--- config.mk ---
export PLATFORM = sky130hd
export DESIGN_NAME = ospfb_phasecomp_reader
export DESIGN_NICKNAME = d
export VERILOG_FILES = /design/src/rtl/ospfb_phasecomp_reader.sv
export SDC_FILE = /design/constraint.sdc
export NUM_CORES = 1
export LEC_CHECK = 0
export CELL_PAD_IN_SITES_DETAIL_PLACEMENT = 1
export CELL_PAD_IN_SITES_GLOBAL_PLACEMENT = 2
export CORE_MARGIN = 5
export CORE_UTILIZATION = 34
export DETAILED_ROUTE_END_ITERATION = 8
export PLACE_DENSITY_LB_ADDON = 0.1
export SETUP_SLACK_MARGIN = 0.3
export SYNTH_ARGS = -nofsm -noshare
export SYNTH_HDL_FRONTEND = slang
export SYNTH_SLANG_ARGS = --single-unit
--- constraint.sdc ---
create_clock -name clk -period 5.7 [get_ports clk]
set_input_delay 1.14 -clock clk [delete_from_list [all_inputs] [get_ports clk]]
set_output_delay 1.14 -clock clk [all_outputs]
set_load 0.01 [all_outputs]
--- src/rtl/ospfb_phasecomp_reader.sv ---
// ospfb_phasecomp_reader: drains ping-pong sample banks A/B alternately onto an AXI-stream,
// rotating the read start by DEC_FAC per frame when OSPFB_PHASECOMP_ROT_EN is defined.
`default_nettype none

module ospfb_phasecomp_reader #(
    parameter int FFT_LEN = 64,
    parameter int DEC_FAC = 48,
    parameter int WIDTH   = 16
) (
    input  logic                       clk,
    input  logic                       rst_n,
    input  logic [1:0]                 bank_full,
    output logic [1:0]                 bank_release,
    output logic                       rd_en,
    output logic                       rd_bank,
    output logic [$clog2(FFT_LEN)-1:0] rd_addr,
    input  logic [WIDTH-1:0]           rd_data,
    output logic [WIDTH-1:0]           m_axis_tdata,
    output logic                       m_axis_tvalid,
    input  logic                       m_axis_tready,
    output logic                       m_axis_tlast,
    output logic [31:0]                frame_cnt
);

    localparam int AW = $clog2(FFT_LEN);
    localparam int EW = WIDTH + 2;
    localparam logic [AW-1:0] LAST_K = AW'(FFT_LEN - 1);

    if (DEC_FAC <= 0 || DEC_FAC >= FFT_LEN) begin : g_bad_dec_fac
        $error("DEC_FAC must satisfy 0 < DEC_FAC < FFT_LEN");
    end

    typedef enum logic [1:0] {
        IDLE    = 2'd0,
        DRAIN_A = 2'd1,
        DRAIN_B = 2'd2
    } state_t;

    state_t          state;
    logic            exp_bank;
    logic [AW-1:0]   offset;
    logic [AW-1:0]   k;
    logic            rd_last;
    logic            pend, pend_last, pend_bank;
    logic [EW-1:0]   skid0, skid1;
    logic [1:0]      skid_cnt;
    logic            out_bank;

    logic            pop, take, issue, go_read, can_issue, nxt_bank, last_rd;
    logic [2:0]      occupancy;
    logic [EW-1:0]   incoming, out_cur, out_n, skid0_n, skid1_n;
    logic            ov_n;
    logic [1:0]      skid_cnt_n;

    assign pop      = m_axis_tvalid && m_axis_tready;
    assign take     = !m_axis_tvalid || m_axis_tready;
    assign incoming = {pend_bank, pend_last, rd_data};
    assign out_cur  = {out_bank, m_axis_tlast, m_axis_tdata};
    assign nxt_bank = ~exp_bank;
    assign last_rd  = (k == LAST_K);

    // Output register plus two skid slots hold three words; counting the two reads
    // still in the RAM pipe guarantees every issued read has a slot to land in.
    assign occupancy = {2'b00, m_axis_tvalid} + {1'b0, skid_cnt} + {2'b00, pend} + {2'b00, rd_en};
    assign can_issue = occupancy <= (3'd2 + {2'b00, pop});
    assign go_read   = (state != IDLE) || bank_full[exp_bank];
    assign issue     = go_read && can_issue;

    assign bank_release = {pop && m_axis_tlast && out_bank, pop && m_axis_tlast && !out_bank};

    always_comb begin
        skid0_n    = skid0;
        skid1_n    = skid1;
        skid_cnt_n = skid_cnt;
        out_n      = out_cur;
        ov_n       = m_axis_tvalid;
        if (take) begin
            if (skid_cnt != 2'd0) begin
                out_n      = skid0;
                ov_n       = 1'b1;
                skid0_n    = skid1;
                skid_cnt_n = skid_cnt - 2'd1;
            end else if (pend) begin
                out_n = incoming;
                ov_n  = 1'b1;
            end else begin
                ov_n = 1'b0;
            end
        end
        if (pend && !(take && skid_cnt == 2'd0)) begin
            if (skid_cnt_n == 2'd0) begin
                skid0_n = incoming;
            end else begin
                skid1_n = incoming;
            end
            skid_cnt_n = skid_cnt_n + 2'd1;
        end
    end

    always_ff @(posedge clk or negedge rst_n) begin
        if (!rst_n) begin
            state         <= IDLE;
            exp_bank      <= 1'b0;
            offset        <= '0;
            k             <= '0;
            rd_en         <= 1'b0;
            rd_bank       <= 1'b0;
            rd_addr       <= '0;
            rd_last       <= 1'b0;
            pend          <= 1'b0;
            pend_last     <= 1'b0;
            pend_bank     <= 1'b0;
            skid0         <= '0;
            skid1         <= '0;
            skid_cnt      <= 2'd0;
            m_axis_tvalid <= 1'b0;
            m_axis_tlast  <= 1'b0;
            m_axis_tdata  <= '0;
            out_bank      <= 1'b0;
            frame_cnt     <= '0;
        end else begin
            pend          <= rd_en;
            pend_last     <= rd_last;
            pend_bank     <= rd_bank;
            skid0         <= skid0_n;
            skid1         <= skid1_n;
            skid_cnt      <= skid_cnt_n;
            m_axis_tvalid <= ov_n;
            {out_bank, m_axis_tlast, m_axis_tdata} <= out_n;
            if (pop && m_axis_tlast) begin
                frame_cnt <= frame_cnt + 32'd1;
            end
            if (issue) begin
                rd_en   <= 1'b1;
                rd_bank <= exp_bank;
                rd_addr <= k + offset;
                rd_last <= last_rd;
                if (last_rd) begin
                    // Frame fully read: hop straight to the other bank if it is already waiting.
                    k        <= '0;
                    exp_bank <= nxt_bank;
`ifdef OSPFB_PHASECOMP_ROT_EN
                    offset   <= offset + AW'(DEC_FAC);
`else
                    offset   <= '0;
`endif
                    if (bank_full[nxt_bank]) begin
                        state <= nxt_bank ? DRAIN_B : DRAIN_A;
                    end else begin
                        state <= IDLE;
                    end
                end else begin
                    k     <= k + AW'(1);
                    state <= exp_bank ? DRAIN_B : DRAIN_A;
                end
            end else begin
                rd_en <= 1'b0;
            end
        end
    end

endmodule

`default_nettype wire

==> results of run 1 <==
==> sequential cells by signal, summed over array words and instances (netlist names), 2 cells and up <==
register / cells
skid0: 18
frame_cnt: 32
m_axis_tdata: 16
skid_cnt: 2
k: 6
skid1: 18
state: 2
rd_addr: 6
==> cells in the mapped netlist, types with 3 or more instances <==
cell type,instances,area share [%]
a21oi_1,20,2.0
a22o_1,3,0.52
and2_1,4,0.49
and3_1,8,0.98
and4_1,6,1.0
buf_2,10,0.98
buf_4,3,0.44
buf_6,4,0.88
dfrtp_1,110,54
ha_1,5,1.2
inv_1,11,0.81
mux2_2,25,5.5
mux2i_1,37,7.3
nand2_1,34,2.5
nand3_1,9,0.88
nand4_1,6,0.74
nand4_4,3,1.3
nor2_1,26,1.9
nor2b_1,4,0.49
nor3_1,11,1.1
nor4_2,7,1.7
o21ai_0,24,2.4
xnor2_1,14,2.4
xor2_1,21,3.6
==> cell usage in the layout (no fill, tap or decap), drive strengths merged, types with 14 or more instances in the layout <==
cell type	count
a21oi	21
clkdlybuf4s50	79
dfrtp	110
mux2	27
mux2i	37
nand2	34
nor2	29
o21ai	25
xnor2	14
xor2	21
==> logic make-up after synthesis <==
logic type,count (synthesis),synth area share (%)
flip-flops,110,53.9
XOR/XNOR,35,6.01
multiplexers,64,13.4
adder cells (fa/ha/maj),7,2.01
AO/OA/AOI/OAI,55,6.40
buffers and inverters,29,3.19
AND/OR/NAND/NOR,127,15.1
==> per-stage QoR <==
| stage | util [%] | total power, mW | instance area [um2] |
|---|---|---|---|
| after floorplan | - | 2.23 | 5100 |
| after global placement | 41.2 | 2.62 | 6030 |
| after detailed placement | 41.2 | 2.69 | 6030 |
| after CTS | 43.1 | 3.31 | 6310 |
| after global routing | 43.1 | 3.50 | 6310 |
| final | 43.1 | 3.23 | 6310 |
==> power by group through the flow <==
stage	Clock (mW)	Sequential [mW]	Combinational (mW)
after global routing	0.654	1.31	1.53
after CTS	0.623	1.28	1.41
after floorplan	0	1.27	0.966
after detailed placement	0	1.29	1.40
after global placement	0	1.28	1.35
final	0.593	1.27	1.36
==> final cells by class <==
cell class              instances  area share [%]
clock inverters                 1          0.0793
clock buffers                  13            4.28
inverters                      11           0.655
well taps                     184            3.65
repair buffers                 83            13.0
flip-flops and latches        110            43.6
multi-input cells             288            34.7
==> worst max path at each step <==
stage | slack (ps) | endpoint | startpoint | cells past startpoint
floorplan | 2930 | bank_release[1] | m_axis_tready | 3
global placement | 1780 | bank_release[1] | m_axis_tready | 4
detailed placement | 1750 | bank_release[1] | m_axis_tready | 4
CTS | 1730 | bank_release[1] | m_axis_tready | 4
global route | 1670 | bank_release[1] | m_axis_tready | 4
finish | 1740 | bank_release[1] | m_axis_tready | 4
==> per-layer routing <==
layer  vias up  track usage (%)  wire length, um
met2        54             21.9             5500
met5         -                0                0
met1      1733             18.8             5460
met3        12             2.85              345
li1       1643                -                -
met4         0             5.02              190
==> results.ini, run 1 <==
[outcome]
status=finished, final reports clean

[pwr]
internal_power_mw=2.07
p_leak_nw=2.80
clkPwrFrac_pct=18.4
p_comb_share_pct=42.1
p_per_area_nw_per_um2=511
vdd_drop_max_mv=0.316
netSwitchingFraction_pct=35.8
p_seq_share_pct=39.5
p_switching_mw=1.15

[critical_path]
path_cells=clkdlybuf4s50_1, and3_1, and2_1, clkdlybuf4s50_1
worstPathArrival_ps=2820
cp_slowest_cell=clkdlybuf4s50_1
r2r_cells=8
cp-end-kind=output pin
rr_endpoint=k[3]
r2r-start=skid_cnt[0]
cp.buffers_inverters=2
slowest_delay_ps=540
crit_family=buffers and inverters
worstSetupStartpointType=input port
required_ps=4560
cp_common_cell=clkdlybuf4s50_1
rrSetupSlack_ps=2530
worst-path-max-fanout=10
crit_type=input port to output pin

[detailed_routing]
vias=3442
antenna_left=0
viasPerCell=4.99
drc=0
wirelength_mm=11.5
drtIter0Drc=154
routedWlPerCell_um=16.7
dr.pass1.iters=5

[timing]
whs_ps=387
fin_skew_ps=5.18
setup_viol=0
maxSlewViolCount=0
worst_pin_slew_ps=1020
finalHoldViolCount=0
setup-tns-final_ps=0
max_freq_mhz=253
fin_ws_ps=1740
relSlewSlack_pct=31.9
min_period_ps=3960
fin_crit_sh_pct=69.4
rsz0062_at_grt=no

[place]
dpl.cell_count=676
place_ws_ps=1750
place_hpwl_mm=7.87
port_buffers=80
gp_congestion=0.717

[logic_synthesis]
synth_edf_count=0
synth.avg_cell_area_um2=11.9
async_reset_ff_share_pct=100
synthFlopType=dfrtp_1
syn_inst=427
synth_nets=455
synth-seq-area-share_pct=53.9
yosys_warnings=0
synth_cell_type_count=43
yosys_register_bits=110
synth_area_um2=5100

[finish]
multi_input_area_um2=2190
register_area_um2=2750
final_cells=690
fill_cells=1560
drive_gt1_share_pct=12.8
area_growth_pct=23.6
fin_nets=531
antenna_cells=0

[clock_network]
cts_setup_buffers=0
clk_pin_slew_ps=60
root_buffer=clkbuf_16
cts_max_path_buffers=2
cts_tree=built
h-tree-depth=3
holdBufCountCts=0
clkSinkCount=110
post_cts_resized=0
cts_buffers=9
clk_latency_ps=340

[global_routing]
antenna_found_initial=0
grt_pass1_vias=3761
grt_max_degree=66
track_usage_pct=13.8
grt_pass1_wl_mm=19.7
grt.overflow.total=0

[floorplan]
die_w_um=133
die_height_um=133
start_util_pct=34.8
die-area_um2=17600
io_pins=81
rows=44
coreArea_um2=14600

[run]
drv_cap=0

[hold_path]
min_to=pend_last
hold_class=flop to flop
min-delay-start=rd_last
hold_depth=0

Power figures use the tool's default switching activity.
==> run 2, diff against run 1 <==
CORE_UTILIZATION = 32   (was 34)
clock period = 3.55 ns   (was 5.7 ns; I/O delays follow)
==> run 2 against run 1 <==
Effect of this change: total power up 64%; via count down 0.44%; die area up 5.8%; cell area up 1.5%; combinational power up 64%; largest power group unchanged.
==> results.ini, run 2 (synthesis gave the netlist of run 1 again) <==
[outcome]
status=finished, final reports clean  ; unchanged

[pwr]
netSwitchingFraction_pct=35.8  ; about the same
p_switching_mw=1.89  ; was 1.15 mW
clkPwrFrac_pct=19.3  ; was 18.4%
p_per_area_nw_per_um2=826  ; was 511 nW/um2
p_seq_share_pct=38.6  ; was 39.5%
vdd_drop_max_mv=0.513  ; was 0.316 mV
p_comb_share_pct=42.1  ; about the same
internal_power_mw=3.39  ; was 2.07 mW
p_leak_nw=2.83  ; was 2.80 nW
p_total_mw=5.29  ; was 3.23 mW

[place]
dpl.cell_count=710  ; was 676
port_buffers=80  ; unchanged
gp_congestion=0.734  ; was 0.717
place_ws_ps=359  ; was 1750 ps
place_hpwl_mm=8.23  ; was 7.87 mm

[critical_path]
required_ps=3790  ; was 4560 ps
slowest_delay_ps=540  ; about the same
cp_slowest_cell=fa_1  ; was clkdlybuf4s50_1
r2r-start=skid_cnt[0]  ; unchanged
cp-end-kind=flop  ; was output pin
worst-path-max-fanout=22  ; was 10
worstPathArrival_ps=3170  ; was 2820 ps
path_cells=fa_1, ha_1, inv_1, fa_1, o31ai_1, a21oi_4, o21ai_0, a22o_1  ; was clkdlybuf4s50_1, and3_1, and2_1, clkdlybuf4s50_1
crit_type=flop to flop  ; was input port to output pin
cp-startpoint=skid_cnt[0]  ; was m_axis_tready
worstSetupStartpointType=flop  ; was input port
cp_common_cell=fa_1  ; was clkdlybuf4s50_1

[floorplan]
die_height_um=136  ; was 133 um
die_w_um=136  ; was 133 um
rows=46  ; was 44
coreArea_um2=15800  ; was 14600 um2
start_util_pct=32.4  ; was 34.8%
die-area_um2=18600  ; was 17600 um2
io_pins=81  ; unchanged

[clock_network]
post_cts_resized=0  ; unchanged
cts_max_path_buffers=2  ; unchanged
root_buffer=clkbuf_16  ; unchanged
cts_buffers=9  ; unchanged
cts_setup_buffers=0  ; unchanged
clk_pin_slew_ps=70  ; was 60 ps
h-tree-depth=3  ; unchanged
cts_tree=built  ; unchanged
clk_latency_ps=350  ; was 340 ps
holdBufCountCts=0  ; unchanged
clkSinkCount=110  ; unchanged

[detailed_routing]
antenna_left=0  ; unchanged
drc=0  ; unchanged
dr.pass1.iters=4  ; was 5
routedWlPerCell_um=16.3  ; was 16.7 um
vias=3427  ; was 3442
viasPerCell=4.72  ; was 4.99
wirelength_mm=11.8  ; was 11.5 mm
drtIter0Drc=89  ; was 154

[finish]
largest_reg_flops=32  ; unchanged
register_area_um2=2750  ; unchanged
fin_nets=533  ; was 531
multi_input_area_um2=2190  ; about the same
antenna_cells=0  ; unchanged
final_common_cell=dfrtp_1  ; unchanged
fill_cells=1741  ; was 1560
layout_common_cells=dfrtp_1, clkdlybuf4s50_1, mux2i_1  ; unchanged
regMostFlops=frame_cnt  ; unchanged
final_cells=726  ; was 690
drive_gt1_share_pct=13.1  ; was 12.8%
reg_top3=frame_cnt x32, skid0 x18, skid1 x18  ; unchanged
area_growth_pct=25.5  ; was 23.6%

[timing]
min_period_ps=2930
rsz0062_at_grt=no  ; unchanged
maxSlewViolCount=0  ; unchanged
relSlewSlack_pct=34.9  ; was 31.9%
worst_pin_slew_ps=972  ; was 1020 ps
finalHoldViolCount=0  ; unchanged
fin_skew_ps=8.19  ; was 5.18 ps
setup_viol=0  ; unchanged
max_freq_mhz=342
setup-tns-final_ps=0  ; unchanged
fin_ws_ps=623  ; was 1740 ps
fin_crit_sh_pct=82.4

[global_routing]
antenna_found_initial=0  ; unchanged
grt.overflow.total=0  ; unchanged
grt_pass1_wl_mm=19.6  ; was 19.7 mm
track_usage_pct=13.4  ; was 13.8%
grt_max_degree=70  ; was 66
grt_pass1_vias=3705  ; was 3761

[run]
drv_cap=0  ; unchanged

[hold_path]
hold_class=input port to async pin  ; was flop to flop

## run 2: area by class of cell
type / count / share of cell area (%)
clock buffers: 13 / 3.91
clock inverters: 3 / 0.684
inverters: 11 / 0.645
multi-input cells: 288 / 34.3
flip-flops and latches: 110 / 43.0
well taps: 216 / 4.22
repair buffers: 85 / 13.3
## run 2: per-stage QoR
step | area, um2 | hold WS, ps | util [%]
2_1_floorplan | 5100 | 354 | -
3_3_place_gp | 6100 | 371 | 38.7
3_5_place_dp | 6100 | 369 | 38.7
4_1_cts | 6390 | 363 | 40.5
5_1_grt | 6400 | 396 | 40.6
6_report | 6400 | 346 | 40.6
## run 2: worst max-delay path: cells and delay by family, from the launching register on
kind | cells | cell delay, ps
AO/OA/AOI/OAI | 4 | 1070
flip-flops | 1 | 500
buffers and inverters | 1 | 60
adder cells (fa/ha/maj) | 3 | 1180
## run 2: final timing paths
kind                               endpoint  slack, ps  cells past startpoint
max in group asynchronous          skid0[4]       2430                      2
min in group clk                  pend_last        380                      0
max                                    k[5]        620                      8
max reg2reg                            k[5]        620                      8
min                        m_axis_tdata[10]        350                      1
min reg2reg                       pend_last        380                      0
## run 2: power groups by stage
stage | combinational, mW | sequential, mW | clock [mW]
final | 2.23 | 2.04 | 1.02
after global routing | 2.49 | 2.11 | 1.12
after CTS | 2.28 | 2.05 | 1.07
after detailed placement | 2.27 | 2.08 | 0
after global placement | 2.17 | 2.06 | 0
after floorplan | 1.55 | 2.03 | 0
## run 2: routing by layer
layer / share of wire (%) / vias up / global-route usage (%) / wire, um
li1: - / 1642 / - / -
met1: 45 / 1721 / 17.4 / 5340
met2: 49 / 52 / 22.5 / 5840
met3: 3.5 / 12 / 2.29 / 414
met4: 1.8 / 0 / 5.21 / 215
met5: 0 / - / 0 / 0
